## src/rtl/par_frame_tx.sv

```systemverilog
// par_frame_tx: transmit side of the 4-bit parity link.
// Accepts a nibble over valid/ready, computes its parity bit, and serialises
// start, d0..d3, parity and stop onto tx. Each bit is held for CLKS_PER_BIT cycles.
module par_frame_tx #(
  parameter int CLKS_PER_BIT = 4,
  parameter bit ODD_PARITY   = 1'b0
) (
  input  logic       clk,
  input  logic       rst,
  input  logic [3:0] in_data,
  input  logic       in_valid,
  output logic       in_ready,
  input  logic       force_err,
  output logic       tx,
  output logic       par,
  output logic       busy,
  output logic       done
);

  // The cycle counter is always at least one bit wide, even when CLKS_PER_BIT is 1.
  localparam int CW = (CLKS_PER_BIT > 1) ? $clog2(CLKS_PER_BIT) : 1;
  localparam logic [CW-1:0] LAST = CW'(CLKS_PER_BIT - 1);

  typedef enum logic [2:0] {IDLE, START, DATA, PARITY, STOP} state_t;

  state_t        state;
  logic [3:0]    sh;
  logic [1:0]    idx;
  logic [CW-1:0] cnt;

  // Only IDLE can take a new nibble. This includes the done cycle, so frames can run back to back.
  assign in_ready = (state == IDLE);

  // Frame sequencer. tx always holds the value of the bit currently on the line.
  always_ff @(posedge clk or posedge rst) begin
    if (rst) begin
      state <= IDLE;
      sh    <= 4'd0;
      idx   <= 2'd0;
      cnt   <= '0;
      tx    <= 1'b1;
      par   <= 1'b0;
      busy  <= 1'b0;
      done  <= 1'b0;
    end else begin
      done <= 1'b0;
      case (state)
        IDLE: begin
          if (in_valid) begin
            sh    <= in_data;
            par   <= (^in_data) ^ ODD_PARITY ^ force_err;
            state <= START;
            tx    <= 1'b0;
            busy  <= 1'b1;
            cnt   <= '0;
          end
        end
        START: begin
          if (cnt == LAST) begin
            cnt   <= '0;
            idx   <= 2'd0;
            state <= DATA;
            tx    <= sh[0];
          end else begin
            cnt <= cnt + 1'b1;
          end
        end
        DATA: begin
          if (cnt == LAST) begin
            cnt <= '0;
            if (idx == 2'd3) begin
              state <= PARITY;
              tx    <= par;
            end else begin
              idx <= idx + 2'd1;
              tx  <= sh[idx + 2'd1];
            end
          end else begin
            cnt <= cnt + 1'b1;
          end
        end
        PARITY: begin
          if (cnt == LAST) begin
            cnt   <= '0;
            state <= STOP;
            tx    <= 1'b1;
          end else begin
            cnt <= cnt + 1'b1;
          end
        end
        STOP: begin
          if (cnt == LAST) begin
            cnt   <= '0;
            state <= IDLE;
            tx    <= 1'b1;
            busy  <= 1'b0;
            done  <= 1'b1;
          end else begin
            cnt <= cnt + 1'b1;
          end
        end
        default: begin
          state <= IDLE;
          tx    <= 1'b1;
          busy  <= 1'b0;
        end
      endcase
    end
  end

endmodule

```

## config.mk

```make
export PLATFORM = sky130hd
export DESIGN_NAME = par_frame_tx
export DESIGN_NICKNAME = d
export VERILOG_FILES = /design/src/rtl/par_frame_tx.sv
export SDC_FILE = /design/constraint.sdc
export NUM_CORES = 1
export LEC_CHECK = 0
export CAP_MARGIN = 10
export CORE_ASPECT_RATIO = 1.1
export CORE_MARGIN = 3
export CORE_UTILIZATION = 48
export CTS_CLUSTER_SIZE = 10
export DETAILED_ROUTE_END_ITERATION = 6
export GPL_ROUTABILITY_DRIVEN = 0
export GPL_TIMING_DRIVEN = 0
export PLACE_DENSITY = 0.72
export SLEW_MARGIN = 20
export SYNTH_ARGS = -nofsm -noshare
export SYNTH_HDL_FRONTEND = slang
export SYNTH_SLANG_ARGS = --single-unit
```

## constraint.sdc

```tcl
create_clock -name clk -period 2.1 [get_ports clk]
set_clock_uncertainty 0.2 [all_clocks]
set_input_delay 0.315 -clock clk [delete_from_list [all_inputs] [get_ports clk]]
set_output_delay 0.315 -clock clk [all_outputs]
set_load 0.05 [all_outputs]
```

## Word level (Yosys, flattened, before mapping)

Index checks and enable logic that the tools add are counted.

| cells by class | value |
|---|---|
| mux-type cells | 27 |
| equal/unequal tests | 14 |
| magnitude comparators | 1 |
| add/subtract/negate cells | 2 |
| reductions and logical operators | 13 |
| bitwise gates (word level) | 2 |

Operator list:

| kind | number |
|---|---|
| $mux W3 | 6 |
| $pmux W3 S5 | 1 |
| $ne A2 B2 Y1 const B | 7 |
| $mux W1 | 10 |
| $mux W2 | 5 |
| $pmux W2 S2 | 2 |
| $reduce_and A4 Y1 | 2 |
| $eq A3 B2 Y1 const B | 2 |
| $reduce_and A6 Y1 | 1 |
| $add A2 B1 Y2 const B | 2 |
| $eq A2 B2 Y1 const B | 2 |
| $pmux W1 S4 | 1 |
| $reduce_and A2 Y1 | 2 |
| $reduce_bool A2 Y1 | 2 |
| $reduce_or A4 Y1 | 1 |
| $reduce_xor A4 Y1 | 1 |
| $eq A3 B1 Y1 const B | 1 |
| $eq A3 B3 Y1 const B | 1 |
| $logic_not A3 Y1 | 1 |
| $lt A2 B3 Y1 const B | 1 |
| $pmux W1 S3 | 1 |
| $reduce_and A3 Y1 | 1 |
| $reduce_or A3 Y1 | 1 |
| $bmux W1 S2 | 1 |
| 4 further kinds | 4 |

| word-level totals | value |
|---|---|
| word-level logic and storage cells | 67 |
| flip-flop bits (word level) | 15 |
| output and inout bits | 5 |

## Longest topological paths before layout

Gate-level depths: netlist (run 1).

| depth | value |
|---|---|
| word-level depth | 6 |
| gate-level depth with buffers | 5 |
| depth with buffers taken out | 4 |

## Worst setup path before layout (run 1)

No wires, ideal clock.

| timing path | value |
|---|---|
| path kind | register to output |
| start point | reg state[1] |
| end point | out in_ready |
| cell stages (with the launch flop) | 4 |
| setup slack | -0.142 ns |
| arrival | 1.727 ns |
| cell sequence | dfrtp_1 buf_6 clkbuf_1 nor3_1 |

| on the way | value |
|---|---|
| word-level cells in the longest chain between the ends | 1 |

RTL lines:

| element | line | RTL |
|---|---|---|
| from (decl) | 26 | `state_t state;` |
| from (signal assigned) | 37 | `state <= IDLE;` |
| from (signal assigned) | 52 | `state <= START;` |
| from (signal assigned) | 62 | `state <= DATA;` |
| $logic_not A3 Y1 | 32 | `assign in_ready = (state == IDLE);` |
| to (decl) | 12 | `output logic in_ready,` |

No other way between the ends.

## Worst setup path after layout (run 1)

| timing path | value |
|---|---|
| start point | reg busy |
| end point | out busy |

RTL lines:

| element | line | RTL |
|---|---|---|
| from (decl) | 16 | `output logic busy,` |
| from (signal assigned) | 43 | `busy <= 1'b0;` |
| from (signal assigned) | 54 | `busy <= 1'b1;` |
| from (signal assigned) | 96 | `busy <= 1'b0;` |

No word-level cell between the ends.

==> results of run 1 <==
## state kept, by name, summed over array words and instances (netlist names)
signal	count
par	1
state	3
busy	1
idx	2
done	1
cnt	2
sh	4
tx	1
## where the power goes
| group | total (mW) | switching (mW) | internal, mW |
|---|---|---|---|
| Clock | 0.165 | 0.0942 | 0.0710 |
| Combinational | 0.858 | 0.456 | 0.401 |
| Sequential | 0.535 | 0.108 | 0.427 |
## per-stage QoR
step	power (mW)	instances	hold slack (ns)	worst slack [ns]
final	1.558	112	0.1688	0.09492
after global routing	1.692	112	0.2099	0.009247
after CTS	1.566	112	0.1775	0.06883
after detailed placement	1.407	108	0.2862	-0.1324
after global placement	1.384	108	0.2777	-0.1182
after floorplan	1.193	79	0.01576	0.2795
## layer usage
| metal | share of wire | global-route usage |
|---|---|---|
| met5 | 0 | 0 |
| met4 | 0.017 | 0.07109 |
| met3 | 0.064 | 0.05735 |
| met2 | 0.46 | 0.2546 |
| met1 | 0.46 | 0.2410 |
## synthesized netlist by cell type
library cell   n  area share
nor4b_1        2       0.020
mux4_2         1       0.026
or3b_2         1       0.010
mux2i_1        1       0.012
ha_1           3       0.043
nand2_1        6       0.026
nor2_1         4       0.017
o22ai_1        1      0.0072
a221oi_1       1       0.010
clkbuf_1       4       0.017
or4b_4         1       0.016
inv_1          3       0.013
and2_0         1      0.0072
nand3_1        1      0.0058
o32a_1         1       0.012
a21oi_1        3       0.017
or3_1          1      0.0072
dfstp_2        1       0.030
xnor3_1        1       0.026
or3b_1         1       0.010
o221ai_1       1       0.010
a22o_1         2       0.020
xor2_1         1       0.010
and3_1         1      0.0072
o21ai_0        5       0.029
nand3b_1       1      0.0086
nand2b_1       2       0.014
nor3_1         2       0.012
buf_6          2       0.026
mux2_1         1       0.013
dfrtp_1       14        0.40
xnor2_1        3       0.030
a31oi_1        2       0.014
mux2_4         4       0.069
## path summary, 6_finish.rpt
check / start / endpoint / slack (ns) / depth (start not counted)
worst max-delay path: busy / busy / 0.09 / 1
worst min-delay path: rst / sh[1] / 0.17 / 2
worst max register to register: idx[0] / idx[1] / 0.17 / 4
worst min register to register: idx[1] / idx[1] / 0.30 / 1
max in group asynchronous: rst / cnt[0] / 1.13 / 2
min in group clk: idx[1] / idx[1] / 0.30 / 1
## kinds of logic after synthesis
group                    after synthesis  synth area share
buffers and inverters                  9           0.05619
flip-flops                            15            0.4337
adder cells (fa/ha/maj)                3           0.04323
AND/OR/NAND/NOR                       24            0.1614
XOR/XNOR                               5           0.06629
multiplexers                           7            0.1196
AO/OA/AOI/OAI                         16            0.1196
## final cells by class
| type | instances | area [µm²] | area share |
|---|---|---|---|
| Multi-Input combinational cell | 55 | 447.9 | 0.4308 |
| Sequential cell | 15 | 376.6 | 0.3622 |
| Timing Repair Buffer | 12 | 116.4 | 0.1119 |
| Buffer | 6 | 38.79 | 0.03730 |
| Clock buffer | 3 | 22.52 | 0.02166 |
| Tap cell | 17 | 21.27 | 0.02046 |
| Inverter | 3 | 11.26 | 0.01083 |
| Clock inverter | 1 | 5.005 | 0.004813 |
## repair_timing
item                                    CTS  global route
resized for setup                         6             3
hold buffers                              0             0
buffers inserted                          0             0
endpoints found under the hold margin     0             0
endpoints found under the setup margin    2             1
==> summary.txt, run 1 <==
Worst setup path
  • CP Class: reg2out
  • Required @ worst endpoint: 1.58 ns
  • Crit-path leading delay family: buffers and inverters
  • Worst setup SP type: flip-flop
  • CP arrival: 1.49 ns
  • Crit end category: output port
  • Slowest CP cell: clkdlybuf4s50_1
  • Worst Path Buf+Inv: 1
  • Crit path largest cell delay: 0.81 ns
  • CP max FO: 3
  • Cell Chain, Critical Path: clkdlybuf4s50_1

Drt
  • Vias per inst: roughly 6
  • Routed Antenna Nets: 0
  • Detailed Route Iter0 Violations: 25
  • Drt pass-1 iters: 5
  • Routed wire length: 1.666 mm
  • DRC: 0
  • Routed via count: about 660
  • Routed len/inst: about 15 µm

Power and ir drop
  • Maximum VDD drop: 0.7187 mV
  • PD cells: 1499 mW/mm²
  • Static Leak: roughly 0.46 nW

Die
  • Die Y: 50.61 µm
  • FP Rows: 15
  • Die Width: around 47 µm
  • Die area: 0.002356 mm²
  • Starting Density: 0.5318
  • Top Ports: 13
  • CORE AREA: 0.001633 mm²

Synth
  • Synth unique cells: 34
  • Seq/Total Area, Yosys: 0.4337
  • Post-Syn Nets: 90
  • Synth warn: 0
  • Syn_area_per_cell: 10.99 µm²
  • #FFs+latches synth: 15
  • Mapped cell area: around 870 µm²
  • Post-Synthesis Cells: 79

Outcome
  • Status: finished, final reports clean

CTS
  • Num CTS Buffers: 3
  • Worst skew pair latency: 0.29 ns
  • # clock sinks: 15
  • Clk slew on worst S/H paths: 0.09 ns
  • TritonCTS clock tree: yes
  • Root buffer cell: clkbuf_4
  • Clock Path Buffers: 2
  • H-tree depth: 1

Run
  • Max-Cap Viols: 0

STA
  • Slew Viols, Final: 0
  • Slew headroom: 0.6089
  • Clock period minus worst slack: 2.005 ns
  • Final Hold Viols: 0
  • Fmax: 498.7 MHz
  • Worst Max-Slew Pin Slew: 0.5860 ns
  • Final setup TNS: 0 ns
  • RSZ-0062 raised after global routing: false
  • Tcrit/Tclk final: 0.9548
  • Final setup fails: 0

Cells and area
  • Final instance area: 0.001040 mm²
  • Fill cells: 133
  • Final core occ: 0.6368
  • Share of layout cells above drive strength 1: 0.1789
  • Antenna fix cells: 0
  • Final #Nets: 107
  • Most frequent cells in the layout: 14 x dfrtp_1, 10 x clkdlybuf4s50_1, 6 x nand2_1
  • Commonest non-fill, non-tap cell in the layout: dfrtp_1
  • Area growth syn-to-layout: 19.74%

GRT
  • Largest net degree at the start of global routing: 16
  • Global-route wire length before repair: 2.932 mm
  • GRT Util Overall: 0.1772
  • GRT overflow: 0
  • Vias in the first global route: around 620
  • Initial antenna violation count: 0

Placement
  • Hpwl dp: 1.241 mm
  • Port bufs: 12
  • Placed inst area: 0.001015 mm²

Worst hold path
  • Hold Path Class: in2async
No activity file was read; power rests on OpenSTA's default activity.
==> run 2: changes to the inputs <==
SKIP_CTS_REPAIR_TIMING = 1   (was not set)
==> summary.txt, run 2 (synthesis results as in run 1) <==
Outcome
  • Status: finished, final reports clean (unchanged)

STA
  • Worst Max-Slew Pin Slew: 0.5860 ns (unchanged)
  • Tcrit/Tclk final: 0.9548 (unchanged)
  • RSZ-0062 raised after global routing: false (unchanged)
  • Slew headroom: 0.6089 (unchanged)
  • Final setup fails: 0 (unchanged)
  • Final Hold Viols: 0 (unchanged)
  • Fmax: 498.7 MHz (unchanged)
  • Clock period minus worst slack: 2.005 ns (unchanged)
  • Slew Viols, Final: 0 (unchanged)
  • Hold WS: 0.1688 ns (unchanged)
  • Final setup TNS: 0 ns (unchanged)

Cells and area
  • Final #Nets: 107 (unchanged)
  • Max reg flops: 4 (unchanged)
  • Top reg by flops: sh (unchanged)
  • Area growth syn-to-layout: 20.17% (was 19.74%)
  • Share of layout cells above drive strength 1: 0.1789 (unchanged)
  • Antenna fix cells: 0 (unchanged)
  • Non-filler cells, final: 112 (unchanged)
  • Registers with the most flip-flops: sh: 4 flops, state: 3 flops (unchanged)
  • Commonest non-fill, non-tap cell in the layout: dfrtp_1 (unchanged)
  • Final core occ: 0.6391 (was 0.6368)
  • Most frequent cells in the layout: 14 x dfrtp_1, 10 x clkdlybuf4s50_1, 6 x nand2_1 (unchanged)

Placement
  • Placed cells: 108 (unchanged)
  • Hpwl dp: 1.241 mm (unchanged)
  • Port bufs: 12 (unchanged)

GRT
  • Initial antenna violation count: 0 (unchanged)
  • GRT Util Overall: 0.1765 (was 0.1772)
  • Largest net degree at the start of global routing: 16 (unchanged)
  • Global-route wire length before repair: 2.918 mm (was 2.932 mm)
  • GRT overflow: 0 (unchanged)
  • Vias in the first global route: 617 (was 619)

CTS
  • Clk slew on worst S/H paths: 0.09 ns (about the same)
  • H-tree depth: 1 (unchanged)
  • Num CTS Buffers: 3 (unchanged)
  • # clock sinks: 15 (unchanged)
  • Clock Path Buffers: 2 (unchanged)
  • Worst skew pair latency: 0.29 ns (about the same)
  • TritonCTS clock tree: yes (unchanged)
  • Root buffer cell: clkbuf_4 (unchanged)

Power and ir drop
  • Maximum VDD drop: 0.7187 mV (about the same)
  • PD cells: 1499 mW/mm² (about the same)
  • Static Leak: 0.4633 nW (was 0.4564 nW)

Drt
  • Routed Antenna Nets: 0 (unchanged)
  • DRC: 0 (unchanged)
  • Routed via count: 659 (unchanged)
  • Drt pass-1 iters: 5 (unchanged)
  • Vias per inst: 5.884 (unchanged)
  • Detailed Route Iter0 Violations: 25 (unchanged)
  • Routed wire length: 1.669 mm (was 1.666 mm)
  • Routed len/inst: 14.90 µm (was 14.88 µm)

Worst setup path
  • Cell Chain, Critical Path: clkdlybuf4s50_1 (unchanged)
  • Crit path largest cell delay: 0.81 ns (about the same)
  • CP Class: reg2out (unchanged)
  • Critical Path Stages: 1 (unchanged)
  • Worst Path Buf+Inv: 1 (unchanged)
  • CP max FO: 3 (unchanged)
  • Worst R2R Start: idx[0] (unchanged)
  • Crit-path leading delay family: buffers and inverters (unchanged)
  • CP arrival: 1.49 ns (about the same)
  • Worst setup SP type: flip-flop (unchanged)
  • Required @ worst endpoint: 1.58 ns (about the same)
  • Crit end category: output port (unchanged)
  • Critical R2R Capture: idx[1] (unchanged)
  • Reg-to-reg setup timing slack: 0.17 ns (about the same)
  • Cells on worst reg2reg path: 4 (unchanged)
  • Slowest CP cell: clkdlybuf4s50_1 (unchanged)

Worst hold path
  • Hold Path Class: in2async (unchanged)

Run
  • Max-Cap Viols: 0 (unchanged)

Die
  • Die Y: 50.61 µm (unchanged)
  • CORE AREA: 0.001633 mm² (unchanged)
  • FP Rows: 15 (unchanged)
  • Die Width: 46.56 µm (unchanged)
  • Top Ports: 13 (unchanged)
  • Die area: 0.002356 mm² (unchanged)
  • Starting Density: 0.5318 (unchanged)
## run 2: cell type report
cell class                 instances  area, µm²
sequential                        15      376.6
timing repair buffer              12      120.1
multi-input combinational         55      447.9
tap                               17      21.27
clock buffer                       3      22.52
buffer                             6      38.79
inverter                           3      11.26
fill                             132      589.3
clock inverter                     1      5.005
## run 2: metrics by stage
stage               instance area, µm²  power, mW  setup WS, ns
floorplan                        873.3      1.193        0.2795
global placement                  1015      1.384       -0.1182
detailed placement                1015      1.407       -0.1324
CTS                               1042      1.583       -0.4770
finish                            1044      1.564       0.09492
global route                      1044      1.697      0.009247
## run 2: power breakdown
| part | switching (mW) | total (mW) | internal, mW |
|---|---|---|---|
| Sequential | 0.108 | 0.535 | 0.427 |
| Clock | 0.0942 | 0.165 | 0.0710 |
| Combinational | 0.457 | 0.864 | 0.407 |
| Total | 0.659 | 1.56 | 0.905 |
## run 2: worst max-delay path by stage
stage	start	to
finish	busy	busy
global placement	state[2]	in_ready
floorplan	state[2]	in_ready
CTS	state[2]	in_ready
global route	state[0]	in_ready
detailed placement	state[2]	in_ready
## run 2: metal layers
metal  global-route usage  wire [µm]
met5                    0          0
met4              0.07109         28
met3              0.05735        109
met2               0.2546        771
met1               0.2387        760
==> run 3: changes to the inputs <==
CTS_CLUSTER_DIAMETER = 30   (was not set)
==> results of run 3 <==
Same layout as run 2: the final DEF is identical, and so are final timing and power.
